File: src/rtl/serial_subtractor_pkg.sv
// Shared definitions for the bit-serial subtractor.
//   state_t       : FSM state encoding (IDLE / RUN / DONE)
//   DEFAULT_WIDTH : default operand/result width
package serial_subtractor_pkg;

  typedef enum logic [1:0] {
    S_IDLE = 2'd0,
    S_RUN  = 2'd1,
    S_DONE = 2'd2
  } state_t;

  localparam int DEFAULT_WIDTH = 8;

endpackage

File: src/rtl/serial_subtractor_if.sv
// Request/result bundle of the bit-serial subtractor.
//   start, a, b, b_in        : request side (driven by the master)
//   busy, done, diff, b_out,
//   ovf                      : status/result side (driven by the slave)
// Handshake: a request is accepted on a rising edge where start=1 and the
// subtractor is in IDLE or DONE; busy is high while bits are processed;
// done is a single-cycle strobe and diff/b_out/ovf stay valid from the done
// cycle until the next accepted start. There is no back-pressure.
interface serial_subtractor_if #(
  parameter int WIDTH = 8
);
  logic             start;
  logic [WIDTH-1:0] a;
  logic [WIDTH-1:0] b;
  logic             b_in;
  logic             busy;
  logic             done;
  logic [WIDTH-1:0] diff;
  logic             b_out;
  logic             ovf;

  modport master (
    output start, a, b, b_in,
    input  busy, done, diff, b_out, ovf
  );

  modport slave (
    input  start, a, b, b_in,
    output busy, done, diff, b_out, ovf
  );
endinterface

File: src/rtl/serial_subtractor_fs_cell.sv
// Combinational 1-bit full subtractor: d = x - y - bin, bout = borrow out.
//   x, y : operand bits
//   bin  : borrow in
//   d    : difference bit
//   bout : borrow out
module fs_cell (
  input  logic x,
  input  logic y,
  input  logic bin,
  output logic d,
  output logic bout
);
  assign d    = x ^ y ^ bin;
  assign bout = (~x & y) | (~(x ^ y) & bin);
endmodule

File: src/rtl/serial_subtractor.sv
// Bit-serial WIDTH-bit subtractor: diff = a - b - b_in, one bit per clock,
// LSB first, through a single fs_cell with a registered borrow.
//   clk     : clock, rising edge
//   rst     : asynchronous active-high reset
//   bus     : serial_subtractor_if slave (start/a/b/b_in in,
//             busy/done/diff/b_out/ovf out)
//   o_state : current FSM state (debug visibility)
module serial_subtractor
  import serial_subtractor_pkg::*;
#(
  parameter int WIDTH = DEFAULT_WIDTH
) (
  input  logic                  clk,
  input  logic                  rst,
  serial_subtractor_if.slave    bus,
  output state_t                o_state
);

  localparam int CNT_W = $clog2(WIDTH);
  localparam logic [CNT_W-1:0] LAST_BIT = CNT_W'(WIDTH - 1);

  state_t           r_state;
  state_t           w_next;
  logic             w_accept;
  logic             w_last;

  logic [WIDTH-1:0] r_a_sr;
  logic [WIDTH-1:0] r_b_sr;
  logic [WIDTH-1:0] r_diff;
  logic             r_borrow;
  logic [CNT_W-1:0] r_count;
  // Operand MSBs are kept aside because the shift registers have lost them
  // by the time the overflow flag is computed on the last bit.
  logic             r_a_msb;
  logic             r_b_msb;
  logic             r_b_out;
  logic             r_ovf;

  logic             w_cell_d;
  logic             w_cell_bout;

  fs_cell u_cell (
    .x    (r_a_sr[0]),
    .y    (r_b_sr[0]),
    .bin  (r_borrow),
    .d    (w_cell_d),
    .bout (w_cell_bout)
  );

  assign w_last = (r_state == S_RUN) && (r_count == LAST_BIT);

  // FSM state register
  always_ff @(posedge clk or posedge rst) begin
    if (rst) begin
      r_state <= S_IDLE;
    end else begin
      r_state <= w_next;
    end
  end

  // FSM next state; start is only looked at in IDLE and DONE
  always_comb begin
    w_next   = r_state;
    w_accept = 1'b0;
    unique case (r_state)
      S_IDLE: begin
        if (bus.start) begin
          w_accept = 1'b1;
          w_next   = S_RUN;
        end
      end
      S_RUN: begin
        if (w_last) begin
          w_next = S_DONE;
        end
      end
      S_DONE: begin
        if (bus.start) begin
          w_accept = 1'b1;
          w_next   = S_RUN;
        end else begin
          w_next = S_IDLE;
        end
      end
      default: begin
        w_next = S_IDLE;
      end
    endcase
  end

  // Datapath: operand load on accept, one bit per edge while running
  always_ff @(posedge clk or posedge rst) begin
    if (rst) begin
      r_a_sr   <= '0;
      r_b_sr   <= '0;
      r_diff   <= '0;
      r_borrow <= 1'b0;
      r_count  <= '0;
      r_a_msb  <= 1'b0;
      r_b_msb  <= 1'b0;
      r_b_out  <= 1'b0;
      r_ovf    <= 1'b0;
    end else if (w_accept) begin
      r_a_sr   <= bus.a;
      r_b_sr   <= bus.b;
      r_borrow <= bus.b_in;
      r_count  <= '0;
      r_a_msb  <= bus.a[WIDTH-1];
      r_b_msb  <= bus.b[WIDTH-1];
    end else if (r_state == S_RUN) begin
      // Difference bits enter at the MSB; after WIDTH shifts bit 0 is at LSB.
      r_diff   <= {w_cell_d, r_diff[WIDTH-1:1]};
      r_borrow <= w_cell_bout;
      r_a_sr   <= r_a_sr >> 1;
      r_b_sr   <= r_b_sr >> 1;
      if (w_last) begin
        // Counter is left at WIDTH-1 so it never wraps.
        r_b_out <= w_cell_bout;
        // w_cell_d is the new diff MSB being shifted in on this edge.
        r_ovf   <= (r_a_msb ^ r_b_msb) & (w_cell_d ^ r_a_msb);
      end else begin
        r_count <= r_count + 1'b1;
      end
    end
  end

  assign bus.busy  = (r_state == S_RUN);
  assign bus.done  = (r_state == S_DONE);
  assign bus.diff  = r_diff;
  assign bus.b_out = r_b_out;
  assign bus.ovf   = r_ovf;
  assign o_state   = r_state;

endmodule

File: src/flat_wrapper.sv
// flat-port wrapper written by rule: the top's interface ports become plain ports
module serial_subtractor_flat import serial_subtractor_pkg::*;
#(
  parameter int WIDTH = DEFAULT_WIDTH
)
  (clk, rst, o_state, bus_start, bus_a, bus_b, bus_b_in, bus_busy, bus_done, bus_diff, bus_b_out, bus_ovf);
  serial_subtractor_if #(.WIDTH(WIDTH)) bus_i ();
  input  logic clk;
  input  logic rst;
  output state_t o_state;
  input wire logic [$bits(bus_i.start)-1:0] bus_start;
  input wire logic [$bits(bus_i.a)-1:0] bus_a;
  input wire logic [$bits(bus_i.b)-1:0] bus_b;
  input wire logic [$bits(bus_i.b_in)-1:0] bus_b_in;
  output wire logic [$bits(bus_i.busy)-1:0] bus_busy;
  output wire logic [$bits(bus_i.done)-1:0] bus_done;
  output wire logic [$bits(bus_i.diff)-1:0] bus_diff;
  output wire logic [$bits(bus_i.b_out)-1:0] bus_b_out;
  output wire logic [$bits(bus_i.ovf)-1:0] bus_ovf;
  assign bus_i.start = bus_start;
  assign bus_i.a = bus_a;
  assign bus_i.b = bus_b;
  assign bus_i.b_in = bus_b_in;
  assign bus_busy = bus_i.busy;
  assign bus_done = bus_i.done;
  assign bus_diff = bus_i.diff;
  assign bus_b_out = bus_i.b_out;
  assign bus_ovf = bus_i.ovf;
  serial_subtractor #(.WIDTH(WIDTH)) u_core (.clk(clk), .rst(rst), .bus(bus_i), .o_state(o_state));
endmodule
File: config.mk
export PLATFORM = sky130hd
export DESIGN_NAME = serial_subtractor_flat
export DESIGN_NICKNAME = d
export VERILOG_FILES = /design/src/rtl/serial_subtractor_pkg.sv /design/src/rtl/serial_subtractor_if.sv /design/src/rtl/serial_subtractor_fs_cell.sv /design/src/rtl/serial_subtractor.sv /design/src/flat_wrapper.sv
export SDC_FILE = /design/constraint.sdc
export NUM_CORES = 1
export LEC_CHECK = 0
export ABC_CLOCK_PERIOD_IN_PS = 2400
export BUFFER_PORTS_ARGS = -buffer_cell sky130_fd_sc_hd__buf_2
export CAP_MARGIN = 20
export CORE_MARGIN = 5
export CORE_UTILIZATION = 50
export CTS_CLUSTER_DIAMETER = 60
export DETAILED_ROUTE_END_ITERATION = 8
export PLACE_DENSITY = 0.77
export RECOVER_POWER = 100
export SLEW_MARGIN = 15
export SYNTH_ARGS = -nofsm -noshare
export SYNTH_HDL_FRONTEND = slang
export SYNTH_HIERARCHICAL = 1
export SYNTH_SLANG_ARGS = --single-unit
File: constraint.sdc
create_clock -name clk -period 2.4 [get_ports clk]
set_input_delay 0.12 -clock clk [delete_from_list [all_inputs] [get_ports clk]]
set_output_delay 0.12 -clock clk [all_outputs]
set_load 0.03 [all_outputs]
## After elaboration in Yosys (flattened, before gate mapping)

Cells that the tools add are included.

| storage, ports and cells | value |
|---|---|
| register bits | 34 |

| cells by class | value |
|---|---|
| bitwise logic cells | 11 |
| equal/unequal tests | 6 |
| reduce and logical (&&, ||, !) cells | 8 |
| muxes and demuxes | 15 |
| $add $sub $neg | 1 |

Operator list:

| kind | number |
|---|---|
| two-way mux 8 bit | 4 |
| two-way mux 3 bit | 3 |
| one-hot mux 2 bit (3 select lines) | 1 |
| AND reduction 2 bit | 3 |
| two-way mux 1 bit | 5 |
| two-way mux 2 bit | 2 |
| != test 2 x 1 -> 1 bit (second input constant) | 2 |
| bitwise XOR 1 bit | 4 |
| adder 3 x 1 -> 3 bit (second input constant) | 1 |
| AND 1 bit | 3 |
| == test 3 bit (second input constant) | 1 |
| inverter 1 bit | 3 |
| AND reduction 3 bit | 1 |
| == test 2 x 1 -> 1 bit (second input constant) | 1 |
| == test 2 bit (second input constant) | 1 |
| logical NOT 2 bit | 1 |
| != test 2 bit (second input constant) | 1 |
| nonzero test 2 bit | 1 |
| OR reduction 2 bit | 1 |
| logical AND 1 bit | 1 |
| OR 1 bit | 1 |

## Longest topological paths before layout

Gate-level depths: netlist of run 1.

| depth | value |
|---|---|
| depth in word-level cells | 6 |
| depth in mapped cells | 6 |
| depth with buffers taken out | 5 |

## Cells and area by module

Netlist of run 1, hierarchy kept.

Modules (own cells, without submodules):

| module | cells each | seq. area each (µm²) | area an instance (µm²) | times used |
|---|---|---|---|---|
| serial_subtractor | 147 | 850.8 | 1436.4 | 1 |
| fs_cell | 4 | 0.0 | 31.3 | 1 |

## Worst setup path after synthesis of run 1

OpenSTA, ideal clock, no wires.

| timing path | value |
|---|---|
| path type | register to register |
| start | register u_core.r_count[0] |
| end | register u_core.r_count[0] |
| clock period less this slack | 1.489 ns |
| cell stages (with the launch flop) | 7 |
| path slack | 0.911 ns |
| data arrival time | 1.367 ns |
| path buffers | 1 |
| path through | dfrtp_1 -> ha_1 -> ha_1 -> or3b_1 -> clkbuf_2 -> nand3_1 -> o21ai_1 |

| on the way | value |
|---|---|
| word-level cells in the longest chain between the ends | 4 |
| elaborated cells on any way between the ends | 8 |
| those cells by class | add/sub: 1; eq/ne: 2; mux: 3; reduce/logical: 2 |

Ends and longest elaborated chain:

| item | RTL line | text |
|---|---|---|
| start, declared | serial_subtractor.sv:31 | `logic [CNT_W-1:0] r_count;` |
| start signal, assigned | serial_subtractor.sv:122 | `r_count <= r_count + 1'b1;` |
| adder 3 x 1 -> 3 bit / == test 3 bit (equally long branches) | serial_subtractor.sv:122, serial_subtractor.sv:50 |  |
| two-way mux 3 bit / logical AND 1 bit (equally long branches) | serial_subtractor.sv:116, serial_subtractor.sv:50 |  |
| two-way mux 3 bit / != test 2 x 1 -> 1 bit (equally long branches) | n/a |  |
| two-way mux 3 bit / AND reduction 2 bit (equally long branches) | n/a |  |

Parallel ways exist; a longest one is shown, timed or not. The select of a mux whose other input is x is not followed.
A chain may end at the register's enable or synchronous reset.

## Final worst setup path of run 1

| timing path | value |
|---|---|
| start | register u_core.r_state[1] (netlist: u_core/o_state[1]) |
| end | output bus_busy |

| on the way | value |
|---|---|
| word-level cells in the longest chain between the ends | 1 |

Ends and longest elaborated chain:

| item | RTL line | text |
|---|---|---|
| start, declared | serial_subtractor.sv:22 | `state_t r_state;` |
| start signal, assigned | serial_subtractor.sv:57 | `r_state <= w_next;` |
| == test 2 x 1 -> 1 bit | serial_subtractor.sv:127 | `assign bus.busy = (r_state == S_RUN);` |
| end, declared | flat_wrapper.sv:15 | `output wire logic [$bits(bus_i.busy)-1:0] bus_busy;` |

Every way passes these cells.

==> impl_metrics.py, run 1 <==
metrics = {
    "sta": {
        "timing_hold_violations_final": 0,
        "fmax_mhz": 552,
        "tightest_slew_ns": 0.811,
        "rsz0062_at_grt": "false",
        "slew_viol_final": 0,
        "fin_crit_ns": 1.81,
        "skew_ns": 0.00167,
        "finalCritPeriodShare_pct": 75.5,
        "slew_headroom_pct": 45.9,
        "setup_violations": 0,
        "tns_ns": 0,
    },
    "worst_hold_path": {
        "min_path_type": "input pin to flop",
        "holdPathStages": 3,
        "hp-start": "bus_b[2]",
        "hold_end": "u_core/r_b_sr[2]",
    },
    "clocking": {
        "cts_resized": 0,
        "cts-root-buf": "clkbuf_4",
        "clkTransAtPathRegs_ns": 0.09,
        "clk_latency_ns": 0.33,
        "cts_tree": "done",
        "cts_made_buffers": 5,
        "postCtsSetupBuffers": 0,
        "htreeDepth": 2,
        "clock_path_buffers": 2,
        "clock-sinks": 34,
    },
    "cells_and_area": {
        "area_growth_pct": 18.5,
        "diodes": 0,
        "fin_util_pct": 62.5,
        "nets": 215,
        "stdcell_area_sq_mm": 0.00174,
        "drive_gt1_share_pct": 14.6,
    },
    "flow_run": {
        "max_cap_violations": 0,
    },
    "placed_design": {
        "place.detailed.hpwl_mm": 2.06,
        "postPlaceCellArea_sq_mm": 0.00164,
        "portBuffers": 33,
        "gp_congestion": 0.782,
    },
    "global_route": {
        "grt_pass1_wl_mm": 5.35,
        "gr-usage-met3_pct": 5.78,
        "grt_max_degree": 35,
        "grt_use_met1_pct": 20.4,
        "antenna_found_initial": 0,
        "track_usage_pct": 16.4,
        "met2_usage_pct": 25.4,
        "grt_pass1_vias": 1212,
        "busiest_layer": "met2",
        "grt_overflow_total": 0,
    },
    "setup_path": {
        "ff2ff_path_depth": 5,
        "cp_max_fo": 27,
        "setup.worst_path.end_class": "output port",
        "crit_slowest_cell": "dfrtp_1",
        "path_cells": "nand2b_1, buf_4, inv_4, clkbuf_1",
        "cp.arrival_ns": 1.69,
        "r2r-start": "u_core/o_state[1]",
        "worst-r2r-setup-slack_ns": 0.66,
        "reg2reg_to": "u_core/bus.b_out",
        "slowest_delay_ns": 0.41,
        "cp_data_required_time_ns": 2.28,
        "path_class": "flop to output port",
        "start_kind": "flop",
    },
    "floorplanning": {
        "fp.coreArea_sq_mm": 0.00278,
        "fp.dieArea_sq_mm": 0.00412,
        "fp.dieH_um": 64.2,
        "io_pins": 34,
        "die-width_um": 64.2,
        "fp-row-count": 19,
        "initial_utilization_pct": 52.8,
    },
    "logic_synthesis": {
        "synth_top_family_by_area": "simple AND/OR/NAND/NOR gates",
        "synth-simple-area-share_pct": 21.9,
        "yosysSeqAreaShare_pct": 58.0,
        "synth_mux_area_share_pct": 1.02,
        "synth_xor_area_share_pct": 0,
        "ys_warn_count": 6,
        "synth-compound-area-share_pct": 10.4,
        "synth_fa_ha_area_share_pct": 3.07,
        "ys_seq_elements": 34,
        "synth_area_sq_mm": 0.00147,
        "syn-instance-count": 151,
        "async_flop_share_pct": 100,
        "synth_cell_type_count": 24,
        "syn_area_per_cell_sq_um": 9.72,
        "synth_ff_type": "dfrtp_1",
        "synth_nets": 174,
        "synth_edf_count": 0,
    },
    "power": {
        "comb_power_share_pct": 45.3,
        "powerDensity_mw_per_mm2": 1350,
        "power.switching_mw": 1.05,
        "p_leak_nw": 0.877,
        "p_int_mw": 1.31,
        "seq_power_share_pct": 42.7,
        "ir_drop_mv": 0.941,
        "p_clk_share_pct": 12.1,
        "p_sw_share_pct": 44.5,
    },
    "detailed_routing": {
        "wirelength_mm": 3.03,
        "wl_per_cell_um": 13.6,
        "ant_nets": 0,
        "drt_iter0_markers": 77,
        "viasPerCell": 5.34,
        "drtPass1Iterations": 5,
        "drc": 0,
        "num_vias": 1191,
    },
    "run_status": {
        "status": "completed",
    },
}
-- flip-flops by register name, summed over array words and instances, names as in the netlist --
name / flops
u_core/bus.diff: 8
u_core/r_a_sr: 8
u_core/r_b_sr: 8
u_core/r_count: 3
u_core/o_state: 2
u_core/bus.b_out: 1
u_core/bus.ovf: 1
u_core/r_a_msb: 1
u_core/r_b_msb: 1
u_core/r_borrow: 1
-- stage by stage --
stage | hold WS (ns) | worst slack [ns] | power (mW) | cells
5_1_grt | 0.00218 | 0.475 | 2.58 | 223
4_1_cts | 0.000615 | 0.667 | 2.42 | 223
3_3_place_gp | 0.224 | 0.832 | 2.06 | 208
6_report | 0.0166 | 0.589 | 2.35 | 223
3_5_place_dp | 0.234 | 0.782 | 2.12 | 208
2_1_floorplan | 0.225 | 0.911 | 1.87 | 151
-- worst max-delay path by stage --
stage                      start                end  depth (start not counted)
3_3_place_gp   u_core/o_state[1]   u_core/bus.b_out                          5
2_1_floorplan  u_core/r_count[0]  u_core/r_count[0]                          6
5_1_grt        u_core/o_state[1]           bus_busy                          4
4_1_cts        u_core/o_state[1]           bus_busy                          4
6_report       u_core/o_state[1]           bus_busy                          4
3_5_place_dp   u_core/o_state[1]   u_core/bus.b_out                          5
-- repair_timing --
item | in CTS | in global routing
hold buffers | 8 | 0
endpoints found under the setup margin | 0 | 0
hold endpoints to repair | 41 | 0
-- per-layer routing --
| metal | up-vias | part of all wire (%) |
|---|---|---|
| li1 | 586 | - |
| met1 | 571 | 43 |
| met2 | 30 | 50 |
| met3 | 4 | 6.2 |
| met4 | 0 | 1.0 |
| met5 | - | 0 |
-- cells in the final DEF, fill, tap and decap left out, types with 2 or more instances in the layout --
cell           instances
a22o_1                 2
nand3_1               12
nand2_1               40
nor2_1                 8
dlygate4sd3_1          8
buf_2                 19
inv_1                  6
o22ai_1                6
nand2b_1               2
buf_4                  2
o21ai_0                3
nor3_1                 6
a21oi_1                3
dfrtp_1               34
clkbuf_1              16
ha_1                   2
a22oi_1                9
clkbuf_4               5
nor2b_1                2
-- Yosys cell counts (2+ instances only) --
cell,n,area [sq um]
a21oi_1,3,15.0
nor3_1,6,30.0
buf_2,3,15.0
nand2b_1,2,12.5
dfrtp_1,34,851
a22o_1,2,17.5
nand2_1,40,150
o22ai_1,6,37.5
buf_4,3,22.5
clkbuf_1,3,11.3
nand3_1,12,60.1
nor2_1,8,30.0
nor2b_1,2,12.5
a22oi_1,9,67.6
o21ai_1,3,15.0
ha_1,2,25.0
inv_1,6,22.5
-- power groups by stage --
stage	Combinational, mW	Clock (mW)	Sequential, mW
after global routing	1.20	0.328	1.05
after global placement	1.06	0	0.997
after floorplan	0.723	0	1.15
after CTS	1.12	0.299	1.00
after detailed placement	1.11	0	1.01
final	1.07	0.285	1.00
-- worst max-delay path, delay by kind of cell (launching register included) --
family / cells / cell delay [ns]
and+or+nand+nor: 1 / 0.14
DFF: 1 / 0.41
buffers and inverters: 3 / 0.80
-- cell type report --
type                            count  area (sq um)
Inverter                            7          28.8
Sequential cell                    34           851
Fill cell                         249          1040
Timing Repair Buffer               44           248
Multi-Input combinational cell    100           528
Clock buffer                        7          45.0
Tap cell                           31          38.8
-- kinds of logic after synthesis --
family | Yosys count
mux | 1
flops | 34
compound gates | 23
simple gates | 73
fa+ha+maj | 3
buf+inv | 17
(Power assumes the default switching activity.)
==> inputs of run 2 (changes only) <==
ABC_AREA = 1   (was default)
ABC_CLOCK_PERIOD_IN_PS = 1600   (was 2400)
CORE_UTILIZATION = 48   (was 50)
PLACE_DENSITY = 0.76   (was 0.77)
clock period = 1.6 ns   (was 2.4 ns; I/O delays follow)
==> run 2 against run 1 <==
Register-to-register slack lost 0.43 ns. Largest cell class unchanged. First-iteration DRC count shrank 13%. Final cell count grew 34%.
==> impl_metrics.py, run 2 <==
metrics = {
    "run_status": {
        "status": "completed",
    },
    "setup_path": {
        "start_kind": "flop",
        "slowest_delay_ns": 0.40,
        "path_class": "flop to output port",
        "cp_data_required_time_ns": 1.52,
        "worst-r2r-setup-slack_ns": 0.23,
        "setup.worst_path.end_class": "output port",
        "crit_slowest_cell": "dfrtp_1",
        "cp_max_fo": 10,
        "cp.arrival_ns": 1.39,
        "path_cells": "inv_2, nand2_2, inv_4, clkbuf_2",
    },
    "flow_run": {
        "max_cap_violations": 0,
    },
    "floorplanning": {
        "fp.dieArea_sq_mm": 0.00461,
        "fp.dieH_um": 67.9,
        "io_pins": 34,
        "fp-row-count": 21,
        "die-width_um": 67.9,
        "fp.coreArea_sq_mm": 0.00328,
        "initial_utilization_pct": 49.0,
    },
    "clocking": {
        "postCtsSetupBuffers": 0,
        "htreeDepth": 2,
        "clk_latency_ns": 0.34,
        "clock_path_buffers": 2,
        "clock-sinks": 34,
        "clkTransAtPathRegs_ns": 0.11,
        "cts_tree": "done",
        "cts_made_buffers": 5,
        "cts-root-buf": "clkbuf_4",
    },
    "global_route": {
        "track_usage_pct": 16.4,
        "grt_max_degree": 16,
        "grt_overflow_total": 0,
        "grt_pass1_vias": 1291,
        "grt_pass1_wl_mm": 5.50,
        "antenna_found_initial": 0,
    },
    "power": {
        "ir_drop_mv": 0.867,
        "p_leak_nw": 1.09,
        "power_mw": 3.72,
        "powerDensity_mw_per_mm2": 1940,
    },
    "cells_and_area": {
        "nets": 274,
        "layout_commonest_cell": "nand2_1",
        "area_growth_pct": 19.3,
        "drive_gt1_share_pct": 14.7,
        "multi_input_area_sq_um": 578,
        "seqCellArea_sq_um": 851,
        "final_cell_count_no_fill": 298,
        "stdcell_area_sq_mm": 0.00192,
        "diodes": 0,
        "layout_common_cells": "nand2_1, dfrtp_1, nand3_1",
        "n_fill_cell": 325,
    },
    "placed_design": {
        "dp.cells": 284,
        "post-place-ws_ns": 0.265,
        "portBuffers": 33,
        "postPlaceCellArea_sq_mm": 0.00183,
        "gp_congestion": 0.784,
        "place.detailed.hpwl_mm": 2.44,
    },
    "logic_synthesis": {
        "yosysTopAreaCell": "dfrtp_1",
        "async_flop_share_pct": 100,
        "ys_top_cells_by_count": "nand2_1, dfrtp_1, nand3_1, inv_1, clkinv_1",
        "synth_edf_count": 0,
        "synth_nets": 229,
        "ys_seq_elements": 34,
        "synth_cell_type_count": 16,
        "yosysMostFrequentCell": "nand2_1",
        "ys_warn_count": 6,
        "synth_ff_type": "dfrtp_1",
        "synth_area_sq_mm": 0.00161,
        "yosysSeqAreaShare_pct": 52.9,
        "synthTopCellsByArea": "dfrtp_1, nand2_1, nand3_1",
        "syn-instance-count": 206,
        "syn_area_per_cell_sq_um": 7.81,
        "netlist.area_leader.share_pct": 52.9,
    },
    "detailed_routing": {
        "drtPass1Iterations": 4,
        "viasPerCell": 4.68,
        "wirelength_mm": 3.27,
        "ant_nets": 0,
        "drt_iter0_markers": 67,
        "wl_per_cell_um": 11.0,
        "num_vias": 1395,
        "drc": 0,
    },
    "sta": {
        "tns_ns": 0,
        "fin_crit_ns": 1.47,
        "slew_headroom_pct": 60.3,
        "skew_ns": 0.0128,
        "slew_viol_final": 0,
        "rsz0062_at_grt": "false",
        "tightest_slew_ns": 0.596,
        "timing_hold_violations_final": 0,
        "final.setup.worst_slack_ns": 0.131,
        "setup_violations": 0,
        "finalCritPeriodShare_pct": 91.8,
        "fmax_mhz": 681,
    },
    "worst_hold_path": {
        "min_path_type": "input pin to flop",
    },
}
run 2: worst paths after layout:
path,from,endpoint,cells past startpoint
min in group asynchronous,rst,u_core/bus.diff[5],3
max,u_core/o_state[1],bus_busy,4
min reg2reg,u_core/r_a_sr[3],u_core/r_a_sr[3],2
min,bus_b_in,u_core/r_borrow,5
max reg2reg,u_core/o_state[1],u_core/r_a_sr[1],6
max in group asynchronous,rst,u_core/r_count[0],4
run 2: metal layers:
metal / vias up / GRT usage, % / part of all wire (%)
met5: - / 0 / 0
met4: 0 / 8.68 / 1.9
met3: 7 / 4.60 / 5.4
met2: 35 / 25.6 / 47
met1: 635 / 20.6 / 45
li1: 718 / - / -
run 2: worst max-delay path, delay by kind of cell, from the launching register on:
kind,cells,cell delay [ns]
buf+inv,3,0.51
flops,1,0.40
simple gates,1,0.15
run 2: cell type report:
cell class / instances / share of cell area [%]
clock buffers: 6 / 2.67
inverters: 35 / 6.98
well taps: 46 / 3.00
multi-input cells: 131 / 30.1
flip-flops and latches: 34 / 44.3
repair buffers: 44 / 12.3
clock inverters: 2 / 0.652
run 2: power breakdown:
group	internal, mW	switching [mW]	total (mW)	leakage, nW
Sequential	1.26	0.241	1.50	0.426
Combinational	0.539	1.19	1.73	0.624
Clock	0.211	0.284	0.495	0.0343
Total	2.01	1.72	3.72	1.09
run 2: logic make-up (layout without fill, tap and decap cells):
kind of cell	count (synthesis)	count (layout)	synth area share, %
buffers and inverters	41	87	10.7
adder cells (fa/ha/maj)	3	3	2.80
AO/OA/AOI/OAI	7	7	2.18
AND/OR/NAND/NOR	121	121	31.4
flip-flops	34	34	52.9
run 2: what timing repair did:
action | CTS | global route
setup endpoints to repair | 0 | 1
hold buffers | 6 | 0
endpoints found under the hold margin | 19 | 0
resized for setup | 0 | 1
run 2: per-stage QoR:
step | util (%) | hold WS [ns]
6_report | 58.4 | 0.0142
5_1_grt | 58.4 | 0.000460
4_1_cts | 59.4 | 0.000755
3_5_place_dp | 55.7 | 0.128
3_3_place_gp | 55.7 | 0.130
2_1_floorplan | - | 0.213
